$ cat config.mk
export PLATFORM = sky130hd
export DESIGN_NAME = mem_access_unit
export DESIGN_NICKNAME = d
export VERILOG_FILES = /design/src/rtl/mem_access_unit.sv
export SDC_FILE = /design/constraint.sdc
export NUM_CORES = 1
export LEC_CHECK = 0
export ABC_AREA = 1
export CORE_AREA = 2 2 113 115
export CTS_BUF_LIST = sky130_fd_sc_hd__clkbuf_8
export CTS_CLUSTER_SIZE = 14
export DETAILED_ROUTE_END_ITERATION = 8
export DIE_AREA = 0 0 115 117
export PLACE_DENSITY = 0.95
export SLEW_MARGIN = 10
export SYNTH_ARGS = -nofsm -noshare
export SYNTH_HDL_FRONTEND = slang
export SYNTH_SLANG_ARGS = --single-unit
export TNS_END_PERCENT = 100
$ cat constraint.sdc
create_clock -name clk -period 6.04 [get_ports clk]
set_input_delay 0.906 -clock clk [delete_from_list [all_inputs] [get_ports clk]]
set_output_delay 0.906 -clock clk [all_outputs]
set_load 0.05 [all_outputs]
$ cat src/rtl/mem_access_unit.sv
// rtl/mem_access_unit.sv - load/store front end with sub-word RMW, extension and range check
// Optional macro LSU_MISALIGN_TRAP_EN: misaligned half/word requests return an error instead of being aligned.
module mem_access_unit #(
  parameter logic [31:0] BASE_ADDR = 32'h0000_0000,
  parameter int unsigned ADDR_SPAN = 256
) (
  input  logic        clk,
  input  logic        rst,
  input  logic        req_valid,
  output logic        req_ready,
  input  logic        req_we,
  input  logic [1:0]  req_size,
  input  logic        req_unsigned,
  input  logic [31:0] req_addr,
  input  logic [31:0] req_wdata,
  output logic        rsp_valid,
  input  logic        rsp_ready,
  output logic [31:0] rsp_rdata,
  output logic        rsp_err,
  output logic [31:0] mem_adr,
  output logic [31:0] mem_wd,
  output logic        mem_wr,
  output logic        mem_oe,
  input  logic [31:0] mem_rd
);

  typedef enum logic [1:0] {S_IDLE, S_RD, S_WR, S_RSP} state_t;

  localparam logic [31:0] SPAN = 32'(ADDR_SPAN);

  state_t      state_q, state_d;
  logic [1:0]  lane_q, lane_d;
  logic [1:0]  size_q, size_d;
  logic        we_q, we_d;
  logic        uns_q, uns_d;
  logic [15:0] wdata_q, wdata_d;
  logic [31:0] mem_adr_q, mem_adr_d;
  logic [31:0] mem_wd_q, mem_wd_d;
  logic [31:0] rdata_q, rdata_d;
  logic        err_q, err_d;

  logic [31:0] aligned_addr, chk_addr, offset;
  logic        misalign, req_err;
  logic [7:0]  byte_sel;
  logic [15:0] half_sel;
  logic [31:0] load_data, merged, lane_mask, lane_data;

  always_comb begin
    case (req_size)
      2'b00:   aligned_addr = req_addr;
      2'b01:   aligned_addr = {req_addr[31:1], 1'b0};
      default: aligned_addr = {req_addr[31:2], 2'b00};
    endcase
`ifdef LSU_MISALIGN_TRAP_EN
    misalign = ((req_size == 2'b01) && req_addr[0]) || (req_size[1] && (req_addr[1:0] != 2'b00));
    chk_addr = req_addr;
`else
    misalign = 1'b0;
    chk_addr = aligned_addr;
`endif
    // Modulo subtraction: addresses below BASE wrap to huge offsets and fail the compare.
    offset  = chk_addr - BASE_ADDR;
    req_err = misalign || (offset >= SPAN);
  end

  always_comb begin
    byte_sel = 8'(mem_rd >> {lane_q, 3'b000});
    half_sel = 16'(mem_rd >> {lane_q[1], 4'b0000});
    case (size_q)
      2'b00:   load_data = uns_q ? {24'h0, byte_sel} : {{24{byte_sel[7]}}, byte_sel};
      2'b01:   load_data = uns_q ? {16'h0, half_sel} : {{16{half_sel[15]}}, half_sel};
      default: load_data = mem_rd;
    endcase
    if (size_q == 2'b00) begin
      lane_mask = 32'h0000_00FF << {lane_q, 3'b000};
      lane_data = {24'h0, wdata_q[7:0]} << {lane_q, 3'b000};
    end else begin
      lane_mask = 32'h0000_FFFF << {lane_q[1], 4'b0000};
      lane_data = {16'h0, wdata_q} << {lane_q[1], 4'b0000};
    end
    merged = (mem_rd & ~lane_mask) | (lane_data & lane_mask);
  end

  always_comb begin
    state_d   = state_q;
    lane_d    = lane_q;
    size_d    = size_q;
    we_d      = we_q;
    uns_d     = uns_q;
    wdata_d   = wdata_q;
    mem_adr_d = mem_adr_q;
    mem_wd_d  = mem_wd_q;
    rdata_d   = rdata_q;
    err_d     = err_q;
    case (state_q)
      S_IDLE: begin
        if (req_valid) begin
          lane_d  = aligned_addr[1:0];
          size_d  = req_size[1] ? 2'b10 : req_size;
          we_d    = req_we;
          uns_d   = req_unsigned;
          wdata_d = req_wdata[15:0];
          rdata_d = 32'h0;
          err_d   = req_err;
          if (req_err) begin
            state_d = S_RSP;
          end else begin
            mem_adr_d = offset >> 2;
            if (req_we && req_size[1]) begin
              mem_wd_d = req_wdata;
              state_d  = S_WR;
            end else begin
              state_d = S_RD;
            end
          end
        end
      end
      S_RD: begin
        if (we_q) begin
          mem_wd_d = merged;
          state_d  = S_WR;
        end else begin
          rdata_d = load_data;
          state_d = S_RSP;
        end
      end
      S_WR:    state_d = S_RSP;
      default: if (rsp_ready) state_d = S_IDLE;
    endcase
  end

  always_ff @(posedge clk or posedge rst) begin
    if (rst) begin
      state_q   <= S_IDLE;
      lane_q    <= 2'b00;
      size_q    <= 2'b00;
      we_q      <= 1'b0;
      uns_q     <= 1'b0;
      wdata_q   <= 16'h0;
      mem_adr_q <= 32'h0;
      mem_wd_q  <= 32'h0;
      rdata_q   <= 32'h0;
      err_q     <= 1'b0;
    end else begin
      state_q   <= state_d;
      lane_q    <= lane_d;
      size_q    <= size_d;
      we_q      <= we_d;
      uns_q     <= uns_d;
      wdata_q   <= wdata_d;
      mem_adr_q <= mem_adr_d;
      mem_wd_q  <= mem_wd_d;
      rdata_q   <= rdata_d;
      err_q     <= err_d;
    end
  end

  assign req_ready = (state_q == S_IDLE);
  assign rsp_valid = (state_q == S_RSP);
  assign rsp_rdata = rdata_q;
  assign rsp_err   = err_q;
  assign mem_adr   = mem_adr_q;
  assign mem_wd    = mem_wd_q;
  assign mem_wr    = (state_q == S_WR);
  assign mem_oe    = (state_q == S_RD);

endmodule

Word-level counts from Yosys, hierarchy flattened
Index checks and enable logic that the tools add are counted.
{ "classes": {"n_eq_ne": 10, "n_reduce_logical": 11, "n_mux": 21, "n_lt_le_gt_ge": 1, "shifts": 6, "bitwise_logic": 5} }
{ "ops": {"columns": ["cell", "count"], "rows": [
  ["$mux W32", 10],
  ["$pmux W32 S2", 3],
  ["$and A32 B32 Y32", 2],
  ["$ge A32 B9 Y1 const B", 1],
  ["$not A32 Y32", 1],
  ["$or A32 B32 Y32", 1],
  ["$shl A16 B5 Y32", 1],
  ["$shl A16 B5 Y32 const A", 1],
  ["$shl A8 B5 Y32", 1],
  ["$shl A8 B5 Y32 const A", 1],
  ["$shr A32 B5 Y16", 1],
  ["$shr A32 B5 Y8", 1],
  ["$mux W2", 5],
  ["$eq A2 B1 Y1 const B", 3],
  ["$logic_not A2 Y1", 3],
  ["$ne A2 B2 Y1 const B", 3],
  ["$pmux W2 S3", 1],
  ["$reduce_and A3 Y1", 2],
  ["$reduce_and A5 Y1", 1],
  ["$eq A2 B2 Y1 const B", 2],
  ["$ne A2 B1 Y1 const B", 2],
  ["$pmux W2 S2", 1],
  ["$reduce_and A2 Y1", 2],
  ["$reduce_bool A4 Y1", 1],
  ["4 further kinds", 4]
]} }
{ "word_totals": {"register_bits": 119, "wordCells": 64} }

Logic depth before layout (Yosys ltp)
Gate-level depths: netlist of the first run.
{ "depth": {"word_depth": 7, "depth_mapped": 11} }

Worst setup path after synthesis of the first run
OpenSTA, ideal clock, no wires.
{ "synth_path": {"kind": "register to register", "start": "reg state_q[0]", "end": "reg rdata_q[1] (netlist: rsp_rdata[1])", "path_buffers": 1, "synth_period_minus_slack_ns": 2.162, "path_stages_with_launch": 10, "path_slack_ns": 3.878, "t_arrival_ns": 2.041, "setup_time_ns": 0.121, "cell_sequence": "dfrtp_1 inv_1 ha_1 nand2_1 inv_1 a21oi_2 a21oi_1 inv_2 buf_2 a22o_1"} }
{ "synth_via": {"elab_chain_cells": 3} }
{ "synth_lines": {"columns": ["item", "line_no", "source"], "rows": [
  ["start, declared", "31", "state_t state_q, state_d;"],
  ["start signal, assigned", "145", "state_q <= state_d;"],
  ["$logic_not A2 Y1 *", null, null],
  ["net req_ready", "10", "output logic req_ready,"],
  ["$ne A2 B2 Y1 (no source line) or $reduce_bool A2 Y1 (tied branches)", null, null],
  ["$reduce_and A3 Y1 (no source line)", null, null],
  ["end signal, assigned", "153", "rdata_q <= rdata_d;"],
  ["end, declared", "39", "logic [31:0] rdata_q, rdata_d;"]
]} }
Mark *: on every way through the listed nets, which the timed path passes. The rest lies on a longest branch.
A chain may end at the register's enable or synchronous reset.

Final worst setup path of the first run
{ "layout_path": {"start": "reg state_q[0]", "end": "reg mem_wd_q[23] (netlist: mem_wd[23])"} }
{ "layout_via": {"elab_chain_cells": 3} }
{ "layout_lines": {"columns": ["item", "line_no", "source"], "rows": [
  ["$eq A2 B1 Y1 or $logic_not A2 Y1 (tied branches)", "95", "case (state_q)"],
  ["$ne A2 B1 Y1 (no source line) (tied with other cells)", null, null],
  ["$reduce_and A5 Y1 (no source line)", null, null],
  ["end signal, assigned", "152", "mem_wd_q <= mem_wd_d;"],
  ["end, declared", "38", "logic [31:0] mem_wd_q, mem_wd_d;"]
]} }
Parallel ways exist; a longest one is shown, timed or not.

==> results.py, run 1 <==
metrics = {
    "status": {
        "status": "finished, final reports clean",
    },
    "final_layout": {
        "final_area_sq_um": 8696,
        "final_cell_mix": "356 x nand2_1, 202 x clkdlybuf4s50_1, 119 x dfrtp_1, 71 x nand3_1, 64 x nor2_1",
        "area_delta_synth_final_pct": 39.14,
        "final_net_count": 1139,
        "final_common_cell": "nand2_1",
        "fin_cells": 1194,
        "n_antenna_cell": 0,
        "drive_above_1_share": 0.06322,
        "regArea_sq_um": 2978,
        "multi_input_area_sq_um": 2818,
        "n_fill_cell": 972,
    },
    "timing": {
        "worstMarginPinSlew_ns": 1.142,
        "fin_crit_sh": 0.6328,
        "period_minus_slack_ns": 3.822,
        "maxSlewHeadroom": 0.2379,
        "finalClockSkew_ns": 0.009033,
        "setup_viol": 0,
        "finalSetupTns_ns": 0,
        "final_max_slew_viol_count": 0,
        "hold_viol": 0,
        "hold_ws_ns": 0.4808,
        "rsz0062_at_grt": "false",
        "fmaxAchievable_ghz": 0.2616,
    },
    "detailed_routing": {
        "first_iter_violations": 754,
        "wl_mm": 19.53,
        "vias_per_cell": 5.487,
        "route.detailed.drc": 0,
        "first_pass_iters": 7,
        "final_antenna_net_count": 0,
        "num_vias": 6552,
        "post_drt_wl_per_cell_um": 16.35,
    },
    "floorplanning": {
        "die-area_sq_um": 13460,
        "rows": 41,
        "core-area_sq_um": 12310,
        "start_util": 0.5076,
        "io_pins": 205,
        "die_w_um": 115,
        "die_h_um": 117,
    },
    "logic_synthesis": {
        "ys_seq_elements": 119,
        "muxShareOfSynthArea": 0,
        "yosysWarnings": 0,
        "synth_top_area_share": 0.4765,
        "yosys.area_share.adder": 0.008008,
        "synthSimpleGateAreaFrac": 0.3495,
        "synthXorXnorAreaFrac": 0,
        "synth_top_family_by_area": "simple AND/OR/NAND/NOR gates",
        "ys_seq_area_frac": 0.4765,
        "yosysTopAreaCell": "dfrtp_1",
        "synth_cell_types": 27,
        "netlist_area_sq_um": 6250,
        "synthTopCellsByArea": "dfrtp_1 48%, nand2_1 21%, nand3_1 5.7%",
        "synth_compound_area_frac": 0.09049,
        "syn_avg_cell_area_sq_um": 7.310,
        "syn_inst": 855,
    },
    "critical_path": {
        "startpoint_type": "flop",
        "crit_type": "reg2reg",
        "worstPathMaxFanout": 33,
        "crit_path_end_kind": "flop",
        "critPathRequiredTime_ns": 6.36,
        "cp.arrival_ns": 4.14,
    },
    "grt": {
        "grt_start_max_net_pins": 72,
        "track_usage": 0.2987,
        "antenna_found_initial": 0,
        "grt_first_pass_wirelength_mm": 31.05,
        "grt_pass1_vias": 6399,
        "grt-ovfl-total": 0,
    },
    "power_and_ir_drop": {
        "leakagePower_uw": 0.004366,
        "power.share.combinational": 0.556,
        "power_frac_seq": 0.277,
        "ir_worst_vdd_mv": 0.2971,
        "power_uw": 4604,
        "power.switching_uw": 2310,
        "power_frac_clock": 0.168,
        "switching_share": 0.5017,
        "power_density_nw_per_um2": 529.5,
        "intPower_uw": 2295,
    },
    "clocking": {
        "cts_resized": 0,
        "numCtsBuffers": 17,
        "cts_tree": "done",
        "cts.sinks": 119,
        "clk_latency_ns": 0.44,
        "ctsHoldBuffers": 0,
        "post_cts_buffers": 0,
        "cts_root_buf": "clkbuf_8",
        "clk_pin_slew_worst_paths_ns": 0.07,
        "htreeDepth": 4,
        "cts.path.max_buffers": 2,
    },
    "min_path": {
        "min_path_type": "reg2reg",
    },
    "placement": {
        "placed_area_sq_um": 8260,
        "hpwlAfterDp_mm": 14.06,
        "placed_cells": 1162,
        "place.gp.congestion": 0.9246,
        "numPortBuffers": 202,
    },
    "run": {
        "maxCapViolations": 0,
    },
}
## cell usage after synthesis
library cell and instances:
buf_2 28, inv_1 54, buf_1 5, dfrtp_1 119
o21ai_0 56, nand3b_1 3, a21oi_2 2, nand4_1 21
buf_4 3, o21ai_2 10, nand3_1 71, buf_6 1
or2_2 5, inv_2 4, o211ai_1 13, nor2_4 1
a21oi_1 3, nand2_1 356, ha_1 4, nor2_1 65
a22o_1 6, o21ai_1 3, clkinv_2 1, nand2_4 3
clkbuf_1 14, conb_1 1, nand2_2 3
## sequential cells by signal, indices dropped and copies added, names as in the netlist
| signal | cells |
|---|---|
| mem_wd | 32 |
| rsp_rdata | 32 |
| mem_adr | 30 |
| wdata_q | 16 |
| lane_q | 2 |
| size_q | 2 |
| state_q | 2 |
| rsp_err | 1 |
| uns_q | 1 |
| we_q | 1 |
## cells by family after synthesis
family,after synthesis
other,1
adders and majority gates,4
buffers and inverters,110
AOI/OAI and AO/OA,93
DFF,119
and+or+nand+nor,528
## power groups by stage
stage / Combinational [uW] / Clock [uW] / Sequential (uW)
detailed placement: 2520 / 0 / 1280
global placement: 2460 / 0 / 1270
finish: 2560 / 771 / 1270
global route: 2770 / 820 / 1300
CTS: 2540 / 780 / 1270
floorplan: 1230 / 0 / 1820
## path summary, 6_finish.rpt
check                                       start                        to  slack [ns]  cells after the start
max                        state_q[0]$_DFFE_PP0P_    mem_wd[23]$_DFFE_PP0P_        2.22                     10
min                        mem_wd[17]$_DFFE_PP0P_    mem_wd[17]$_DFFE_PP0P_        0.48                      2
max reg2reg                state_q[0]$_DFFE_PP0P_    mem_wd[23]$_DFFE_PP0P_        2.22                     10
min reg2reg                mem_wd[17]$_DFFE_PP0P_    mem_wd[17]$_DFFE_PP0P_        0.48                      2
max in group asynchronous                     rst  rsp_rdata[8]$_DFFE_PP0P_        3.88                      3
min in group asynchronous                     rst   mem_adr[21]$_DFFE_PP0P_        1.00                      2
## metal layers
| layer | vias to the layer above | routed length [um] | share of wire | GRT usage |
|---|---|---|---|---|
| met5 | - | 0 | 0 | 0 |
| met4 | 0 | 958 | 0.049 | 0.1687 |
| met3 | 98 | 2349 | 0.12 | 0.09887 |
| met2 | 435 | 8842 | 0.45 | 0.4769 |
| met1 | 2954 | 7376 | 0.38 | 0.3580 |
| li1 | 3065 | - | - | - |
## critical path, stage by stage, from the launching register on
cell     delay (ns)
dfrtp_1        0.42
inv_1          0.11
ha_1           0.36
nand2_1        0.09
buf_4          0.23
inv_1          0.63
a21oi_2        0.10
inv_2          0.44
nand3_1        0.93
nand2_1        0.27
nand2_1        0.10
## final cells by class
type                       instances  share of cell area
clock inverter                    10             0.01439
sequential                       119              0.3424
multi-input combinational        627              0.3240
inverter                          59             0.02590
timing repair buffer             207              0.2368
tap                              150             0.02158
clock buffer                      22             0.03482
## stage by stage
stage	util	setup WS (ns)
2_1_floorplan	-	1.977
3_3_place_gp	0.6709	1.983
3_5_place_dp	0.6709	1.819
4_1_cts	0.7057	2.291
5_1_grt	0.7063	1.758
6_report	0.7063	2.218
Power figures use the tool's default switching activity.
==> run 2, diff against run 1 <==
--- a/config.mk
+++ b/config.mk
@@ -6,12 +6,12 @@
 export NUM_CORES = 1
 export LEC_CHECK = 0
 export ABC_AREA = 1
-export CORE_AREA = 2 2 113 115
+export CORE_AREA = 2 2 124 126
 export CTS_BUF_LIST = sky130_fd_sc_hd__clkbuf_8
 export CTS_CLUSTER_SIZE = 14
 export DETAILED_ROUTE_END_ITERATION = 8
-export DIE_AREA = 0 0 115 117
-export PLACE_DENSITY = 0.95
+export DIE_AREA = 0 0 126 128
+export PLACE_DENSITY = 0.86
 export SLEW_MARGIN = 10
 export SYNTH_ARGS = -nofsm -noshare
 export SYNTH_HDL_FRONTEND = slang
==> constraint.sdc (replaced) <==
create_clock -name clk -period 3.2 [get_ports clk]
set_input_delay 0.48 -clock clk [delete_from_list [all_inputs] [get_ports clk]]
set_output_delay 0.48 -clock clk [all_outputs]
set_load 0.05 [all_outputs]
==> run 2 against run 1 <==
Compared with the run above: die area up 20%; critical path type is now reg2out; final area is 0.73% higher; setup slack worse by 1.7 ns; first-iteration DRC count rose by 2.0%; critical path depth is 7 lower; clock skew grew 0.0067 ns; sequential cell count stayed put; sequential power rose by 91%; combinational power is 89% higher; routed wire length rose by 1.2%; hold slack better by 0.0016 ns.
==> results.py, run 2 (synthesis gave the netlist of run 1 again) <==
metrics = {
    "final_layout": {
        "final_cell_mix": "356 x nand2_1, 201 x clkdlybuf4s50_1, 119 x dfrtp_1, 71 x nand3_1, 64 x nor2_1",
        "final_net_count": 1146,
        "final_area_sq_um": 8760,
        "n_antenna_cell": 0,
        "drive_above_1_share": 0.07231,
        "fin_cells": 1239,
        "area_delta_synth_final_pct": 40.16,
        "final_common_cell": "nand2_1",
    },
    "power_and_ir_drop": {
        "power_density_nw_per_um2": 981.1,
        "power_uw": 8594,
        "ir_worst_vdd_mv": 0.4016,
        "leakagePower_uw": 0.004360,
    },
    "placement": {
        "placed_cells": 1207,
        "dp_slack_ns": 0.8177,
        "numPortBuffers": 202,
        "hpwlAfterDp_mm": 14.41,
        "place.gp.congestion": 0.8987,
        "placed_area_sq_um": 8384,
    },
    "clocking": {
        "numCtsBuffers": 17,
        "htreeDepth": 4,
        "cts.path.max_buffers": 2,
        "cts_resized": 0,
        "clk_latency_ns": 0.46,
        "post_cts_buffers": 0,
        "ctsHoldBuffers": 0,
        "cts_root_buf": "clkbuf_8",
        "cts.sinks": 119,
        "clk_pin_slew_worst_paths_ns": 0.08,
        "cts_tree": "done",
    },
    "min_path": {
        "min_path_type": "reg2reg",
        "min_from": "rsp_rdata[14]$_DFFE_PP0P_",
    },
    "critical_path": {
        "startpoint_type": "flop",
        "critPathRequiredTime_ns": 2.72,
        "worstPathMaxFanout": 7,
        "setup.worst_path.start": "state_q[0]$_DFFE_PP0P_",
        "crit_path_end_kind": "output port",
        "cp.arrival_ns": 2.18,
        "worstRegToRegCells": 9,
        "rrSetupSlack_ns": 0.91,
        "crit_type": "reg2out",
        "crit_end": "req_ready",
        "timing.rr.start": "state_q[0]$_DFFE_PP0P_",
        "r2r-end": "rsp_rdata[24]$_DFFE_PP0P_",
    },
    "detailed_routing": {
        "route.detailed.drc": 0,
        "post_drt_wl_per_cell_um": 15.95,
        "vias_per_cell": 5.178,
        "first_iter_violations": 769,
        "final_antenna_net_count": 0,
        "num_vias": 6415,
        "first_pass_iters": 8,
        "wl_mm": 19.76,
    },
    "timing": {
        "period_minus_slack_ns": 2.657,
        "maxSlewHeadroom": 0.3798,
        "hold_viol": 0,
        "worstMarginPinSlew_ns": 0.9292,
        "setup_viol": 0,
        "setup_ws_ns": 0.5426,
        "finalSetupTns_ns": 0,
        "fmaxAchievable_ghz": 0.3763,
        "fin_crit_sh": 0.8304,
        "finalClockSkew_ns": 0.01572,
        "final_max_slew_viol_count": 0,
        "rsz0062_at_grt": "false",
    },
    "floorplanning": {
        "die_w_um": 126,
        "rows": 45,
        "io_pins": 205,
        "start_util": 0.4205,
        "core-area_sq_um": 14860,
        "die_h_um": 128,
        "die-area_sq_um": 16130,
    },
    "grt": {
        "antenna_found_initial": 0,
        "grt_start_max_net_pins": 120,
        "grt-ovfl-total": 0,
        "grt_first_pass_wirelength_mm": 32.00,
        "grt_pass1_vias": 6203,
        "track_usage": 0.2502,
    },
    "status": {
        "status": "finished, final reports clean",
    },
    "run": {
        "maxCapViolations": 0,
    },
}
-- run 2: how the worst min path moves through the flow --
| stage | end | cells past startpoint |
|---|---|---|
| 2_1_floorplan | wdata_q[15]$_DFFE_PP0P_ | 2 |
| 3_3_place_gp | mem_wd[27]$_DFFE_PP0P_ | 2 |
| 5_1_grt | rsp_rdata[14]$_DFFE_PP0P_ | 2 |
| 3_5_place_dp | mem_wd[10]$_DFFE_PP0P_ | 2 |
| 6_report | rsp_rdata[14]$_DFFE_PP0P_ | 2 |
| 4_1_cts | rsp_rdata[14]$_DFFE_PP0P_ | 2 |
-- run 2: power breakdown --
part	switching (uW)	total (uW)	leakage [uW]	internal, uW
combinational	3340	4850	0.00273	1510
clock	688	1320	0.000185	627
sequential	435	2430	0.00144	1990
total	4460	8590	0.00436	4130
-- run 2: cell type report --
class,instances,area [sq um]
Clock buffer,17,234.0
Clock inverter,15,141.4
Fill cell,1321,6105
Inverter,59,226.5
Multi-Input combinational cell,627,2810
Sequential cell,119,2978
Tap cell,188,235.2
Timing Repair Buffer,214,2135
-- run 2: through the flow --
| stage | utilization | hold slack (ns) |
|---|---|---|
| final | 0.5893 | 0.4824 |
| after global routing | 0.5893 | 0.4983 |
| after CTS | 0.5893 | 0.4826 |
| after detailed placement | 0.5641 | 0.4651 |
| after global placement | 0.5641 | 0.4628 |
| after floorplan | - | 0.4717 |
-- run 2: critical path, stage by stage, from the launching register on --
cell             delay, ns
dfrtp_1               0.43
inv_1                 0.10
ha_1                  0.32
clkdlybuf4s50_1       0.87
-- run 2: routing by layer --
| layer | vias up | global-route usage | routed length (um) |
|---|---|---|---|
| met2 | 339 | 0.3978 | 9290 |
| met5 | - | 0 | 0 |
| met1 | 2946 | 0.3193 | 7811 |
| met4 | 0 | 0.08662 | 481 |
| met3 | 51 | 0.08765 | 2178 |
| li1 | 3079 | - | - |
